==> src/rtl/cam_i2c_arbiter.sv <==
// ---------------------------------------------------------------------------
// cam_i2c_arbiter
//   Shares one camera I2C write master between N_REQ requesters, for example
//   the cam0/cam1 init sequencers and the runtime exposure controller.
//   Requesters are served round-robin, with one register write per grant.
//   The block latches the winner's payload and drives the master's
//   send_data/ready handshake. When the write finishes it pulses a
//   per-requester done.
//
// Optional feature macro: CAM_I2C_TIMEOUT_EN
//   When defined, each wait state is bounded by TIMEOUT_CYC cycles. An
//   expired wait aborts the write with an err pulse.
//   When undefined, the wait states wait forever and err is tied to 0.
//
// Ports
//   clk400        in   400 kHz I2C system clock
//   reset_n       in   asynchronous active-low reset
//   req           in   per-requester level request, held until done/err
//   req_slave     in   slave address, requester i at [8i+7:8i]
//   req_reg       in   register address, requester i at [16i+15:16i]
//   req_data      in   write data, requester i at [8i+7:8i]
//   done          out  one-cycle pulse, write of the granted requester completed
//   err           out  one-cycle pulse, write of the granted requester timed out
//   busy          out  a transaction is in progress
//   m_send_data   out  one-cycle start pulse to the I2C master
//   m_slave_addr  out  latched slave address
//   m_register_in out  latched register address
//   m_datain      out  latched write data
//   m_ready       in   master ready, low while a transfer runs
// ---------------------------------------------------------------------------
module cam_i2c_arbiter #(
    parameter int N_REQ       = 2,
    parameter int TIMEOUT_CYC = 4000
) (
    input  logic                  clk400,
    input  logic                  reset_n,
    input  logic [N_REQ-1:0]      req,
    input  logic [8*N_REQ-1:0]    req_slave,
    input  logic [16*N_REQ-1:0]   req_reg,
    input  logic [8*N_REQ-1:0]    req_data,
    output logic [N_REQ-1:0]      done,
    output logic [N_REQ-1:0]      err,
    output logic                  busy,
    output logic                  m_send_data,
    output logic [7:0]            m_slave_addr,
    output logic [15:0]           m_register_in,
    output logic [7:0]            m_datain,
    input  logic                  m_ready
);

    localparam int GW = (N_REQ > 1) ? $clog2(N_REQ) : 1;

    typedef enum logic [1:0] {
        IDLE,
        ISSUE,
        WAIT_LO,
        WAIT_HI
    } state_t;

    state_t          state;
    logic [GW-1:0]   rr;
    logic [GW-1:0]   grant;
    logic [GW-1:0]   pick;
    logic            found;
    int              idx;

`ifdef CAM_I2C_TIMEOUT_EN
    localparam logic [15:0] TIMEOUT_LAST = 16'(TIMEOUT_CYC - 1);
    logic [15:0]     cnt;
`endif

    // Search starts just after the last winner and wraps, so the most
    // recently served requester has the lowest priority.
    always_comb begin
        found = 1'b0;
        pick  = '0;
        idx   = 0;
        for (int k = 1; k <= N_REQ; k++) begin
            idx = (int'(rr) + k) % N_REQ;
            if (!found && req[idx[GW-1:0]]) begin
                found = 1'b1;
                pick  = idx[GW-1:0];
            end
        end
    end

    assign busy = (state != IDLE);

    // The master must report ready before a grant is made. Otherwise it may
    // still be finishing a transfer started elsewhere.
    always_ff @(posedge clk400 or negedge reset_n) begin
        if (!reset_n) begin
            state         <= IDLE;
            rr            <= GW'(N_REQ - 1);
            grant         <= '0;
            done          <= '0;
            m_send_data   <= 1'b0;
            m_slave_addr  <= '0;
            m_register_in <= '0;
            m_datain      <= '0;
`ifdef CAM_I2C_TIMEOUT_EN
            err           <= '0;
            cnt           <= '0;
`endif
        end else begin
            m_send_data <= 1'b0;
            done        <= '0;
`ifdef CAM_I2C_TIMEOUT_EN
            err         <= '0;
`endif
            case (state)
                IDLE: begin
                    if (found && m_ready) begin
                        m_slave_addr  <= req_slave[int'(pick)*8 +: 8];
                        m_register_in <= req_reg[int'(pick)*16 +: 16];
                        m_datain      <= req_data[int'(pick)*8 +: 8];
                        grant         <= pick;
                        rr            <= pick;
                        m_send_data   <= 1'b1;
                        state         <= ISSUE;
                    end
                end
                ISSUE: begin
                    state <= WAIT_LO;
`ifdef CAM_I2C_TIMEOUT_EN
                    cnt   <= '0;
`endif
                end
                WAIT_LO: begin
                    if (!m_ready) begin
                        state <= WAIT_HI;
`ifdef CAM_I2C_TIMEOUT_EN
                        cnt   <= '0;
                    end else if (cnt == TIMEOUT_LAST) begin
                        err[grant] <= 1'b1;
                        state      <= IDLE;
                    end else begin
                        cnt <= cnt + 16'd1;
`endif
                    end
                end
                WAIT_HI: begin
                    if (m_ready) begin
                        done[grant] <= 1'b1;
                        state       <= IDLE;
`ifdef CAM_I2C_TIMEOUT_EN
                    end else if (cnt == TIMEOUT_LAST) begin
                        err[grant] <= 1'b1;
                        state      <= IDLE;
                    end else begin
                        cnt <= cnt + 16'd1;
`endif
                    end
                end
                default: state <= IDLE;
            endcase
        end
    end

`ifndef CAM_I2C_TIMEOUT_EN
    assign err = '0;
`endif

endmodule

==> config.mk <==
export PLATFORM = sky130hd
export DESIGN_NAME = cam_i2c_arbiter
export DESIGN_NICKNAME = d
export VERILOG_FILES = /design/src/rtl/cam_i2c_arbiter.sv
export SDC_FILE = /design/constraint.sdc
export NUM_CORES = 1
export LEC_CHECK = 0
export BUFFER_PORTS_ARGS = -buffer_cell sky130_fd_sc_hd__buf_2
export CAP_MARGIN = 20
export CORE_MARGIN = 2
export CORE_UTILIZATION = 44
export CTS_CLUSTER_DIAMETER = 80
export DETAILED_ROUTE_END_ITERATION = 16
export GPL_ROUTABILITY_DRIVEN = 0
export HOLD_SLACK_MARGIN = 0.1
export PLACE_DENSITY_LB_ADDON = 0.15
export SYNTH_ARGS = -nofsm -noshare
export SYNTH_HDL_FRONTEND = slang
export SYNTH_SLANG_ARGS = --single-unit
==> constraint.sdc <==
create_clock -name clk400 -period 1.9 [get_ports clk400]
set_input_delay 0.38 -clock clk400 [delete_from_list [all_inputs] [get_ports clk400]]
set_output_delay 0.38 -clock clk400 [all_outputs]
set_load 0.01 [all_outputs]
== Word-level counts from Yosys, hierarchy flattened ==
Cells that the tools add are included.

* Register bits after elaboration: 39
* Input port bits: 69
* Logic and storage cells: 49

* $add $sub $neg: 2
* Magnitude comparators: 4
* Equality and inequality tests: 6
* Shift operators: 3
* Mux-type cells: 18
* Reduce and logical (&&, ||, !) cells: 8

{| class="wikitable"
|+ Operators with widths
! cell !! number
|-
| $shiftx A16 B5 Y8 || 2
|-
| $shiftx A32 B6 Y16 || 1
|-
| $mux W1 || 11
|-
| $mux W2 || 5
|-
| $pmux W2 S4 || 1
|-
| $lt A1 B2 Y1 const B || 3
|-
| $ne A2 B2 Y1 const B || 3
|-
| $eq A2 B2 Y1 const B || 2
|-
| $logic_and A1 B1 Y1 || 3
|-
| $reduce_and A3 Y1 || 1
|-
| $add A1 B1 Y1 const B || 2
|-
| $eq A2 B1 Y1 const B || 1
|-
| $logic_not A2 Y1 || 1
|-
| $reduce_and A2 Y1 || 1
|-
| $reduce_bool A2 Y1 || 1
|-
| $demux W1 S1 || 1
|-
| $ge A1 B1 Y1 const B || 1
|-
| $logic_not A1 Y1 || 1
|}

== Longest topological paths before layout ==
* Word-level depth: 10
* Gate-level depth with buffers: 7
* Gate-level depth less buffers: 5

== Worst setup path before layout ==
No wires, ideal clock.

* Kind: register to register
* From: reg state[0]
* To: reg state[1]
* Library setup time: 0.125 ns
* Arrival time: 1.310 ns
* Slack: 0.465 ns
* Stages on the path, launching flop included: 6
* Path buffers: 0
* Period minus slack after synthesis: 1.435 ns
* Cell sequence: dfrtp_1 -> inv_1 -> ha_1 -> mux2_4 -> o22ai_2 -> mux2_4

* Longest elaborated chain between the ends: 3
* Elaborated cells on any way between the ends: 9
* Those cells by class: eq/ne (6); mux (1); reduce/logical (2)

{| class="wikitable"
|+ Ends and longest elaborated chain
! what !! line !! source
|-
| start, declared || 60 || <nowiki>state_t state;</nowiki>
|-
| start signal, assigned || 93 || <nowiki>state <= IDLE;</nowiki>
|-
| start signal, assigned || 120 || <nowiki>state <= ISSUE;</nowiki>
|-
| start signal, assigned || 124 || <nowiki>state <= WAIT_LO;</nowiki>
|-
| $eq A2 B2 Y1 / $logic_not A2 Y1 (equally long branches) || 111 || <nowiki>case (state)</nowiki>
|-
| $ne A2 B2 Y1 (no line) || -- ||
|-
| $reduce_and A3 Y1 (no line) || -- ||
|}

Several ways; a longest one is shown, not always the timed one.
A chain may end at the register's enable or synchronous reset.

== Final worst setup path ==
* From: reg state[0]
* To: out busy

* Longest elaborated chain between the ends: 1

{| class="wikitable"
|+ Ends and longest elaborated chain
! what !! line !! source
|-
| $reduce_bool A2 Y1 || 87 || <nowiki>assign busy = (state != IDLE);</nowiki>
|-
| end, declared || 43 || <nowiki>output logic busy,</nowiki>
|}

Every way passes these cells.

==> results.sh <==
export IMPL_start_util_pct=45.1
export IMPL_synth_seq_area_share_pct=50.1
export IMPL_syn_instance_count=172
export IMPL_diodes=0
export IMPL_area_growth_syn_to_layout_pct=32.3
export IMPL_cts_resized=0
export IMPL_cp_common_cell="inv_1"
export IMPL_clock_latency_ns=0.28
export IMPL_drv_slew=0
export IMPL_hold_viol_final=0
export IMPL_ys_async_sr_fraction_pct=100
export IMPL_cp_top_family="flip-flops"
export IMPL_cts_tree="done"
export IMPL_vias=1573
export IMPL_max_stage_delay_ns=0.38
export IMPL_io_buffers=104
export IMPL_finalPower_mw=3.43
export IMPL_max_freq_mhz=603
export IMPL_place_ws_ns=0.391
export IMPL_cp_buffers_inverters=3
export IMPL_coreArea_um2=4320
export IMPL_die_h_um=70.6
export IMPL_finalSetupViolations=0
export IMPL_cts_root_buf="clkbuf_8"
export IMPL_cts_buffers=5
export IMPL_status="finished, final reports clean"
export IMPL_place_inst=321
export IMPL_cp_required_ns=1.52
export IMPL_drive_gt1_share_pct=48.2
export IMPL_worstHoldPathType="primary input to flip-flop"
export IMPL_cts_path_max_buffers=2
export IMPL_nets=349
export IMPL_ys_seq_elements=39
export IMPL_hpwl_um=3080
export IMPL_grt_overflow_total=0
export IMPL_cp_arrival_ns=1.28
export IMPL_fin_hold_ws_ns=0.363
export IMPL_antenna_found_initial=0
export IMPL_row_count=24
export IMPL_start_kind="flip-flop"
export IMPL_utilization_pct=59.7
export IMPL_power_density_nw_per_um2=1330
export IMPL_dpl_instance_area_um2=2490
export IMPL_maxCapViolations=0
export IMPL_syn_avg_cell_area_um2=11.3
export IMPL_design_area_um2=2580
export IMPL_synthDistinctLibCells=24
export IMPL_grtUsageTotal_pct=16.6
export IMPL_grt_pass1_vias=1438
export IMPL_syn_cell_area_um2=1950
export IMPL_die_area_um2=4980
export IMPL_critPathMaxFanout=4
export IMPL_synth_edff_count=0
export IMPL_period_share_pct=87.3
export IMPL_path_class="flip-flop to output port"
export IMPL_fin_cells=330
export IMPL_cts_max_level=2
export IMPL_worstPathCellList="inv_1, ha_1, inv_1, buf_2"
export IMPL_drt_first_pass_iters=4
export IMPL_setup_tns_ns=0
export IMPL_end_kind="output port"
export IMPL_grt_start_max_net_pins=37
export IMPL_cts_hold_buffers_added=1
export IMPL_cts_sinks=39
export IMPL_finClkSkew_ns=0.00747
export IMPL_die_w_um=70.6
export IMPL_rsz0062_at_grt="false"
export IMPL_drt_initial_drc_count=102
export IMPL_post_cts_buffers=0
export IMPL_power_leakage_nw=1.43
export IMPL_slowest_stage="dfrtp_1"
export IMPL_boundaryPins=107
export IMPL_synthFlopType="dfrtp_1"
export IMPL_peakVddDrop_mv=0.620
export IMPL_vias_per_cell=4.77
export IMPL_yosysWarnings=0
export IMPL_postRouteAntennaNets=0
export IMPL_setup_ws_ns=0.242
export IMPL_drc_errors=0
export IMPL_clk_pin_slew_worst_paths_ns=0.07
export IMPL_wl_per_cell_um=12.0
export IMPL_period_needed_ns=1.66
export IMPL_drt_total_wl_um=3980
export IMPL_grt_pass1_wl_um=6510
export IMPL_worstMarginPinSlew_ns=0.502
export IMPL_slew_headroom_pct=66.6
-- cell usage after synthesis (3+ instances only) --
cell / count / area (um^2)
mux2_4: 4 / 60.1
o21ai_1: 17 / 85.1
dfrtp_1: 38 / 951
o21ai_2: 11 / 96.3
o21ai_0: 7 / 35.0
mux2i_1: 32 / 320
buf_6: 3 / 33.8
ha_1: 3 / 37.5
buf_4: 3 / 22.5
nand2_1: 33 / 124
inv_1: 5 / 18.8
-- power by group --
part | switching, mW | total [mW] | internal [mW]
clock | 0.267 | 0.524 | 0.257
sequential | 0.189 | 1.39 | 1.20
combinational | 0.804 | 1.52 | 0.713
total | 1.26 | 3.43 | 2.17
-- kinds of logic after synthesis --
kind of cell	share of synthesized area, %
compound gates	13.8
flops	50.1
mux	19.5
simple gates	6.87
buf+inv	7.57
fa+ha+maj	1.93
other cells	0.192
-- tightest hold or removal path, stage by stage --
cell	delay, ns
buf_2	0.07
mux2i_1	0.06
o21ai_2	0.10
-- layer usage --
layer	track usage, %	wire length, um	vias to the layer above	part of all wire [%]
li1	-	-	795	-
met1	21.0	1740	711	44
met2	28.1	1900	60	48
met3	3.99	277	7	7.0
met4	5.66	57	0	1.4
met5	0	0	-	0
-- flip-flops by register name, summed over array words and instances, names as in the netlist --
| register | cells |
|---|---|
| done | 2 |
| grant | 1 |
| rr | 1 |
| state | 2 |
| m_register_in | 16 |
| m_send_data | 1 |
| m_slave_addr | 8 |
| m_datain | 8 |
-- final cells by class --
cell class,instances,area (um^2)
clock inverters,1,5.00
clock buffers,7,76.3
inverters,5,18.8
well taps,52,65.1
flip-flops and latches,39,977
fillers,396,1740
repair buffers,110,593
multi-input cells,116,845
-- cell usage in the layout, fill, tap and decap left out --
cell type / n
nand2_1: 33
clkbuf_1: 2
o21ai_1: 17
conb_1: 2
dlygate4sd3_1: 1
a21boi_4: 1
o31ai_1: 1
buf_12: 2
dfstp_2: 1
o21ai_2: 11
o211ai_4: 1
buf_2: 104
mux2_4: 4
buf_4: 3
ha_1: 3
dfrtp_1: 38
clkbuf_8: 5
clkinv_2: 1
o22ai_2: 1
mux2i_1: 32
a22o_1: 1
o21ai_0: 7
and3_1: 1
nor2_1: 1
inv_1: 5
-- final timing paths --
kind	start	end	slack, ns	depth (start not counted)
max in group asynchronous	reset_n	rr$_DFFE_PN1P_	0.75	3
min reg2reg	grant$_DFFE_PN0P_	done[0]$_DFF_PN0_	0.47	1
max	state[0]$_DFFE_PN0P_	busy	0.24	4
max reg2reg	state[0]$_DFFE_PN0P_	state[1]$_DFFE_PN0P_	0.38	5
min in group asynchronous	reset_n	m_register_in[14]$_DFFE_PN0P_	0.59	2
min	req_reg[3]	m_register_in[3]$_DFFE_PN0P_	0.36	3
Power figures use the tool's default switching activity.
